## config.mk

```make
export PLATFORM = sky130hd
export DESIGN_NAME = map_sprite_mover
export DESIGN_NICKNAME = d
export VERILOG_FILES = /design/src/rtl/map_pkg.sv /design/src/rtl/map_sprite_mover_rr_arbiter.sv /design/src/rtl/map_sprite_mover.sv
export SDC_FILE = /design/constraint.sdc
export NUM_CORES = 1
export LEC_CHECK = 0
export ABC_AREA = 0
export BUFFER_PORTS_ARGS = -buffer_cell sky130_fd_sc_hd__buf_2
export CAP_MARGIN = 40
export CELL_PAD_IN_SITES_DETAIL_PLACEMENT = 0
export CELL_PAD_IN_SITES_GLOBAL_PLACEMENT = 2
export CORE_ASPECT_RATIO = 0.75
export CORE_MARGIN = 2
export CORE_UTILIZATION = 33
export CTS_CLUSTER_SIZE = 8
export DETAILED_ROUTE_END_ITERATION = 12
export GPL_TIMING_DRIVEN = 1
export PLACE_DENSITY = 0.81
export REMOVE_ABC_BUFFERS = 1
export SLEW_MARGIN = 5
export SYNTH_ARGS = -nofsm -noshare
export SYNTH_HDL_FRONTEND = slang
export SYNTH_HIERARCHICAL = 1
export SYNTH_SLANG_ARGS = --single-unit
```

## constraint.sdc

```tcl
create_clock -name CLOCK_50 -period 6.9 [get_ports CLOCK_50]
set_input_delay 0.345 -clock CLOCK_50 [delete_from_list [all_inputs] [get_ports CLOCK_50]]
set_output_delay 0.345 -clock CLOCK_50 [all_outputs]
set_load 0.01 [all_outputs]
```

## src/rtl/map_pkg.sv

```systemverilog
`default_nettype none
// +------------------------------------------------------------------+
// | map_pkg : FSM state codes, tile codes and row tile helpers        |
// | Revision : 1.0                                                    |
// +------------------------------------------------------------------+
package map_pkg;

    localparam logic [2:0] ST_IDLE   = 3'd0;
    localparam logic [2:0] ST_RD_DST = 3'd1;
    localparam logic [2:0] ST_CHK    = 3'd2;
    localparam logic [2:0] ST_RD_SRC = 3'd3;
    localparam logic [2:0] ST_WR_SRC = 3'd4;
    localparam logic [2:0] ST_DONE   = 3'd5;

    localparam int TILE_BLANK  = 0;
    localparam int TILE_WALL   = 1;
    localparam int TILE_PELLET = 2;
    localparam int TILE_PACMAN = 4;
    localparam int TILE_GHOST  = 5;

    localparam int MAX_TILE_W = 8;
    localparam int MAX_WORD_W = 1024;

    // Column 0 sits at the MSB end of a ww-bit row word.
    function automatic logic [MAX_TILE_W-1:0] get_tile(input logic [MAX_WORD_W-1:0] word,
                                                       input int col, input int tw, input int ww);
        logic [MAX_WORD_W-1:0] t;
        t = (word >> (ww - (col + 1) * tw)) & ~({MAX_WORD_W{1'b1}} << tw);
        return t[MAX_TILE_W-1:0];
    endfunction

    function automatic logic [MAX_WORD_W-1:0] set_tile(input logic [MAX_WORD_W-1:0] word,
                                                       input int col, input int tw, input int ww,
                                                       input logic [MAX_TILE_W-1:0] code);
        logic [MAX_WORD_W-1:0] m;
        m = ~({MAX_WORD_W{1'b1}} << tw) << (ww - (col + 1) * tw);
        return (word & ~m) | ((MAX_WORD_W'(code) << (ww - (col + 1) * tw)) & m);
    endfunction

endpackage
`default_nettype wire

```

## src/rtl/map_sprite_mover_rr_arbiter.sv

```systemverilog
`default_nettype none
// +------------------------------------------------------------------+
// | rr_arbiter : round-robin grant, channel 0 first after reset       |
// | Revision : 1.0                                                    |
// +------------------------------------------------------------------+
module rr_arbiter #(
    parameter int NUM_CH = 4,
    localparam int IW = (NUM_CH > 1) ? $clog2(NUM_CH) : 1
) (
    input  logic              clk,
    input  logic              rst_n,
    input  logic [NUM_CH-1:0] req,
    input  logic              advance,
    output logic [NUM_CH-1:0] grant,
    output logic [IW-1:0]     grant_idx
);

    logic [IW-1:0] r_last;
    logic [IW-1:0] w_idx;
    logic          w_found;
    int            w_dist;
    int            w_best;

    // Smallest rotational distance past the last grant wins.
    always_comb begin
        w_found = 1'b0;
        w_idx   = '0;
        w_dist  = 0;
        w_best  = NUM_CH;
        for (int i = 0; i < NUM_CH; i++) begin
            if (req[i]) begin
                w_dist = (i + NUM_CH - int'(r_last) - 1) % NUM_CH;
                if (w_dist < w_best) begin
                    w_best  = w_dist;
                    w_idx   = IW'(i);
                    w_found = 1'b1;
                end
            end
        end
    end

    assign grant     = w_found ? (NUM_CH'(1) << w_idx) : '0;
    assign grant_idx = w_idx;

    always_ff @(posedge clk or negedge rst_n) begin
        if (!rst_n) begin
            r_last <= IW'(NUM_CH - 1);
        end else if (advance) begin
            r_last <= w_idx;
        end
    end

endmodule
`default_nettype wire

```

## src/rtl/map_sprite_mover.sv

```systemverilog
`default_nettype none
// +------------------------------------------------------------------+
// | map_sprite_mover : multi-channel row read-modify-write tile mover |
// | Option macro: UNDER_RESTORE_EN (restore tile under each sprite)   |
// | Revision : 1.0                                                    |
// +------------------------------------------------------------------+
module map_sprite_mover
    import map_pkg::*;
#(
    parameter int NUM_CH     = 4,
    parameter int COLS       = 40,
    parameter int ROWS       = 30,
    parameter int TILE_W     = 4,
    parameter int RD_LAT     = 2,
    parameter int BLANK_CODE = TILE_BLANK,
    parameter int WALL_CODE  = TILE_WALL,
    localparam int XW     = $clog2(COLS),
    localparam int YW     = $clog2(ROWS),
    localparam int WORD_W = COLS * TILE_W
) (
    input  logic                     CLOCK_50,
    input  logic                     reset_n,
    input  logic [NUM_CH-1:0]        req,
    input  logic [NUM_CH*XW-1:0]     cur_x,
    input  logic [NUM_CH*YW-1:0]     cur_y,
    input  logic [NUM_CH*XW-1:0]     nxt_x,
    input  logic [NUM_CH*YW-1:0]     nxt_y,
    input  logic [NUM_CH*TILE_W-1:0] sprite_code,
    output logic [NUM_CH-1:0]        ack,
    output logic [NUM_CH-1:0]        blocked,
    output logic                     busy,
    output logic [YW-1:0]            ram_addr,
    output logic                     ram_wren,
    output logic [WORD_W-1:0]        ram_wdata,
    input  logic [WORD_W-1:0]        ram_rdata
);

    localparam int IW = (NUM_CH > 1) ? $clog2(NUM_CH) : 1;
    localparam int CW = $clog2(RD_LAT + 1);
    localparam logic [TILE_W-1:0] c_blank = TILE_W'(BLANK_CODE);
    localparam logic [TILE_W-1:0] c_wall  = TILE_W'(WALL_CODE);

    function automatic logic [TILE_W-1:0] tile_at(input logic [WORD_W-1:0] w, input int col);
        logic [MAX_TILE_W-1:0] t;
        t = get_tile(MAX_WORD_W'(w), col, TILE_W, WORD_W);
        return t[TILE_W-1:0];
    endfunction

    function automatic logic [WORD_W-1:0] tile_put(input logic [WORD_W-1:0] w, input int col,
                                                   input logic [TILE_W-1:0] code);
        logic [MAX_WORD_W-1:0] r;
        r = set_tile(MAX_WORD_W'(w), col, TILE_W, WORD_W, MAX_TILE_W'(code));
        return r[WORD_W-1:0];
    endfunction

    logic [2:0]        r_state;
    logic [IW-1:0]     r_ch;
    logic [XW-1:0]     r_cx, r_nx;
    logic [YW-1:0]     r_cy, r_ny;
    logic [TILE_W-1:0] r_code;
    logic [CW-1:0]     r_cnt;

    logic [XW-1:0]     w_cx_arr [NUM_CH];
    logic [XW-1:0]     w_nx_arr [NUM_CH];
    logic [YW-1:0]     w_cy_arr [NUM_CH];
    logic [YW-1:0]     w_ny_arr [NUM_CH];
    logic [TILE_W-1:0] w_code_arr [NUM_CH];

    logic [NUM_CH-1:0] w_gnt_oh;
    logic [IW-1:0]     w_gidx;
    logic              w_any, w_adv;
    logic [NUM_CH-1:0] w_ch_oh;
    logic [TILE_W-1:0] w_dst_tile, w_fill_now, w_fill_late;
    logic              w_block, w_noop, w_same;
    logic [WORD_W-1:0] w_dst_row, w_same_row, w_src_row;

    for (genvar g = 0; g < NUM_CH; g++) begin : g_unpack
        assign w_cx_arr[g]   = cur_x[g*XW +: XW];
        assign w_nx_arr[g]   = nxt_x[g*XW +: XW];
        assign w_cy_arr[g]   = cur_y[g*YW +: YW];
        assign w_ny_arr[g]   = nxt_y[g*YW +: YW];
        assign w_code_arr[g] = sprite_code[g*TILE_W +: TILE_W];
    end

    rr_arbiter #(.NUM_CH(NUM_CH)) u_arb (
        .clk       (CLOCK_50),
        .rst_n     (reset_n),
        .req       (req),
        .advance   (w_adv),
        .grant     (w_gnt_oh),
        .grant_idx (w_gidx)
    );

    assign w_any   = |w_gnt_oh;
    assign w_adv   = (r_state == ST_IDLE) && w_any;
    assign busy    = (r_state != ST_IDLE);
    assign w_ch_oh = NUM_CH'(1) << r_ch;

    assign w_dst_tile = tile_at(ram_rdata, int'(r_nx));
    assign w_block    = (int'(r_nx) >= COLS) || (int'(r_ny) >= ROWS) || (w_dst_tile == c_wall);
    assign w_noop     = (r_nx == r_cx) && (r_ny == r_cy);
    assign w_same     = (r_ny == r_cy);
    assign w_dst_row  = tile_put(ram_rdata, int'(r_nx), r_code);
    assign w_same_row = tile_put(w_dst_row, int'(r_cx), w_fill_now);
    assign w_src_row  = tile_put(ram_rdata, int'(r_cx), w_fill_late);

`ifdef UNDER_RESTORE_EN
    logic [TILE_W-1:0] r_under [NUM_CH];
    logic [TILE_W-1:0] r_vac;

    // The fill for a cross-row source write must be the value from before this move's capture.
    assign w_fill_now  = r_under[r_ch];
    assign w_fill_late = r_vac;

    always_ff @(posedge CLOCK_50 or negedge reset_n) begin
        if (!reset_n) begin
            for (int i = 0; i < NUM_CH; i++) r_under[i] <= c_blank;
            r_vac <= c_blank;
        end else if (r_state == ST_CHK && !w_block && !w_noop) begin
            r_under[r_ch] <= w_dst_tile;
            r_vac         <= r_under[r_ch];
        end
    end
`else
    assign w_fill_now  = c_blank;
    assign w_fill_late = c_blank;
`endif

    always_ff @(posedge CLOCK_50 or negedge reset_n) begin
        if (!reset_n) begin
            r_state   <= ST_IDLE;
            r_ch      <= '0;
            r_cx      <= '0;
            r_nx      <= '0;
            r_cy      <= '0;
            r_ny      <= '0;
            r_code    <= '0;
            r_cnt     <= '0;
            ack       <= '0;
            blocked   <= '0;
            ram_addr  <= '0;
            ram_wren  <= 1'b0;
            ram_wdata <= '0;
        end else begin
            case (r_state)
                ST_IDLE: begin
                    if (w_any) begin
                        r_ch     <= w_gidx;
                        r_cx     <= w_cx_arr[w_gidx];
                        r_cy     <= w_cy_arr[w_gidx];
                        r_nx     <= w_nx_arr[w_gidx];
                        r_ny     <= w_ny_arr[w_gidx];
                        r_code   <= w_code_arr[w_gidx];
                        ram_addr <= w_ny_arr[w_gidx];
                        r_cnt    <= CW'(RD_LAT - 1);
                        r_state  <= ST_RD_DST;
                    end
                end
                ST_RD_DST: begin
                    if (r_cnt == '0) r_state <= ST_CHK;
                    else             r_cnt   <= r_cnt - CW'(1);
                end
                ST_CHK: begin
                    if (w_block || w_noop) begin
                        ack     <= w_ch_oh;
                        blocked <= w_block ? w_ch_oh : '0;
                        r_state <= ST_DONE;
                    end else if (w_same) begin
                        ram_wren  <= 1'b1;
                        ram_wdata <= w_same_row;
                        ack       <= w_ch_oh;
                        r_state   <= ST_DONE;
                    end else begin
                        ram_wren  <= 1'b1;
                        ram_wdata <= w_dst_row;
                        r_cnt     <= CW'(RD_LAT);
                        r_state   <= ST_RD_SRC;
                    end
                end
                // First RD_SRC cycle still carries the destination write on nxt_y.
                ST_RD_SRC: begin
                    ram_wren <= 1'b0;
                    ram_addr <= r_cy;
                    if (r_cnt == '0) r_state <= ST_WR_SRC;
                    else             r_cnt   <= r_cnt - CW'(1);
                end
                ST_WR_SRC: begin
                    ram_wren  <= 1'b1;
                    ram_wdata <= w_src_row;
                    ack       <= w_ch_oh;
                    r_state   <= ST_DONE;
                end
                ST_DONE: begin
                    ram_wren <= 1'b0;
                    ack      <= '0;
                    blocked  <= '0;
                    r_state  <= ST_IDLE;
                end
                default: r_state <= ST_IDLE;
            endcase
        end
    end

endmodule
`default_nettype wire

```

==> reports/metrics.yaml <==
status:
  status: "finished clean"
layout:
  layout-drive-gt1-share: 0.443
  syn2layout_area_growth_pct: 25.1
  final_cells: 2254
  fin_nets: 1961
die:
  die_h_um: 183
  ios: 445
  initial_core_util: 0.336
  die_w_um: 243
  dieArea_sq_mm: 0.0445
  core-area_sq_mm: 0.0421
  fp-row-count: 65
global_routing:
  grt_pass1_vias: 12918
  track_usage: 0.245
  grt_overflow: 0
  antenna_found_initial: 2
  met3_usage: 0.0568
  grt_pass1_wl_mm: 83.0
  grt_max_degree: 97
  top_usage_layer: "met2"
  grtUsageMet2: 0.380
  grt_use_met1: 0.351
sta:
  rsz0062_at_grt: "no"
  slew_viol_final: 0
  fin_crit_ns: 6.27
  fmax_mhz: 159
  slew_headroom: 0.365
  hold_viol: 0
  period_share: 0.909
  skew_ns: 0.0265
  tightest_slew_ns: 0.946
  finalSetupViolCount: 0
pwr:
  switching_power_w: 0.00446
  power.total_w: 0.00981
  comb_power_share: 0.610
  switching_share: 0.455
  p_int_w: 0.00535
  max-vdd-ir-drop_uv: 221
  leakagePower_nw: 8.17
  pwr-share-seq: 0.248
  p_per_area_mw_per_mm2: 555
  clkPwrFrac: 0.142
routing:
  vias_per_cell: 5.70
  wire_per_inst_um: 24.8
  firstDrtPassIters: 5
  final_antenna_net_count: 0
  wirelength_mm: 55.9
  route.detailed.drc: 0
  drt_iter0_drc: 950
  num_vias: 12850
synth:
  netlist_area_sq_mm: 0.0141
  yosysWarningCount: 6
  syn_inst: 1251
  synth_edf_count: 0
  ys_seq_elements: 209
  synth.distinct_cells: 99
  async_flop_share: 1.00
  avgSynthCellArea_sq_um: 11.3
  ys_seq_area_frac: 0.370
  synth-main-ff-cell: "dfrtp_1"
place:
  portBuffers: 444
  gp_congestion: 0.891
  place_hpwl_mm: 42.8
  dp.cells: 2207
clock_network:
  cts.htree.levels: 1
  cts_tree: "done"
  cts_resized: 0
  path_clk_slew_ns: 0.06
  cts_setup_buffers: 0
  clock_sinks: 209
  cts_buffer_depth: 3
  holdBufCountCts: 1
  clk_root_buffer_cell: "clkbuf_16"
  clock_latency_ns: 0.57
  cts_buffers: 30
setup_path:
  crit_fanout: 17
  worstSetupStartpointType: "flop"
  cp.required_ns: 7.40
  cp-end-kind: "flop"
  path_class: "reg2reg"
  critPathArrivalTime_ns: 6.78
run:
  drv_cap: 0
min_path:
  hold_path.class: "in2reg"
==> synth_stat cells, types with 9 or more instances <==
library cell  number  area (sq um)
inv_1             29           109
nand2_1           59           221
nor3b_1           15           113
nor2b_1           10          62.6
a2bb2oi_1         12           105
a21boi_0          12          90.1
nor3_1            35           175
nand2b_1          11          68.8
o21ai_0           24           120
a21oi_1           26           130
mux4_2            26           586
clkbuf_1          38           143
nor4b_1           17           149
xnor2_1           17           149
nor4_1            13          81.3
buf_1              9          33.8
a32o_1            10           100
dfrtp_1          207          5180
nand3_1           11          55.1
and3_1             9          56.3
mux2_4           101          1520
o211ai_1           9          67.6
nor2_1            56           210
ha_1              20           250
a22oi_1           17           128
a211oi_1          29           218
buf_2             23           115
a22o_1           155          1360
mux2_2            79           890
buf_12            10           200
==> critical path, cell delays in order, from the launching register on <==
cell and delay, ns:
dfstp_2 0.64, inv_1 0.11, ha_1 0.19, and3b_1 0.31
ha_1 0.29, and2b_1 0.24, o22ai_1 0.14, nor2_1 0.29
a21oi_2 0.14, ha_1 0.31, o21ai_0 0.08, a21boi_1 0.28
o21a_4 0.23, mux2_2 0.34, ha_1 0.27, nor2_1 0.04
a311oi_2 0.30, a21o_1 0.25, inv_2 0.05, or4_1 0.67
nand2_1 0.16, inv_1 0.24, nor2_1 0.41, a221o_1 0.21
==> logic make-up (layout without fill, tap and decap cells) <==
logic type | count (synthesis) | count (layout) | share of synthesized area
xor gates and xnor gates | 24 | 24 | 0.0169
muxes | 213 | 213 | 0.217
AOI/OAI and AO/OA | 379 | 379 | 0.217
buffers and inverters | 115 | 546 | 0.0463
DFF | 209 | 209 | 0.370
and+or+nand+nor | 290 | 290 | 0.115
other | 1 | 4 | 0.000265
adders and majority gates | 20 | 20 | 0.0177
==> power by group through the flow <==
stage               Clock (W)  Sequential [W]  Combinational [W]
floorplan                   0         0.00262            0.00372
global placement            0         0.00243            0.00588
detailed placement          0         0.00245            0.00595
CTS                   0.00143         0.00243            0.00598
global route          0.00149         0.00253            0.00642
finish                0.00140         0.00244            0.00598
==> stage by stage <==
step / utilization / setup slack [ns] / hold WS [ns] / instance area [sq um] / TNS, ns
after floorplan: - / -1.36 / 0.0494 / 13600 / -211.74
final: 0.420 / 0.628 / 0.132 / 17700 / 0
after global routing: 0.420 / 0.102 / 0.134 / 17700 / 0
after CTS: 0.420 / 0.608 / 0.101 / 17700 / 0
after global placement: 0.397 / 0.560 / 0.436 / 16700 / 0
after detailed placement: 0.399 / 0.614 / 0.435 / 16800 / 0
==> final timing paths <==
path                                   to            start  slack [ns]  cells past startpoint
setup / recovery              ram_addr[0]  u_arb/r_last[0]        0.63                     23
hold / removal              ram_wdata[52]    ram_rdata[52]        0.13                      3
setup reg to reg              ram_addr[0]  u_arb/r_last[0]        0.63                     23
hold reg to reg             ram_wdata[51]    ram_wdata[51]        0.50                      1
max in group asynchronous   ram_wdata[27]          reset_n        5.20                      3
min in group asynchronous  ram_wdata[103]          reset_n        0.43                      2
==> cell type report <==
cell class / count / area, sq um
fillers: 4223 / 24400
multi-input cells: 928 / 8280
flip-flops and latches: 209 / 5240
repair buffers: 472 / 2490
clock buffers: 42 / 817
well taps: 569 / 712
inverters: 30 / 113
clock inverters: 2 / 35.0
diodes: 2 / 5.00
==> layer usage <==
metal,vias to the layer above,part of all wire
li1,5758,-
met1,6504,0.47
met2,507,0.44
met3,77,0.071
met4,4,0.019
met5,-,0.00041
==> registers in the layout, summed over array words and instances, names as in the netlist <==
signal / count
ram_wdata: 160
r_cx: 6
r_nx: 6
r_cy: 5
r_ny: 5
ram_addr: 5
ack: 4
blocked: 4
r_code: 4
r_state: 3
r_ch: 2
r_cnt: 2
u_arb/r_last: 2
ram_wren: 1
==> layout by cell type (no fill, tap or decap), types with 13 or more instances in the layout <==
cell	n
nor4b_1	17
nand2_1	58
a22o_1	155
mux4_2	26
clkbuf_16	31
nor4_1	13
a22oi_1	17
a211oi_1	29
mux2_2	79
inv_1	29
buf_2	447
nor2_1	56
a21oi_1	26
buf_4	18
nor3_1	35
nor3b_1	15
dfrtp_1	203
ha_1	19
mux2_4	101
o21ai_0	24
xnor2_1	17
Note: power is estimated with default switching activity, not from simulation.
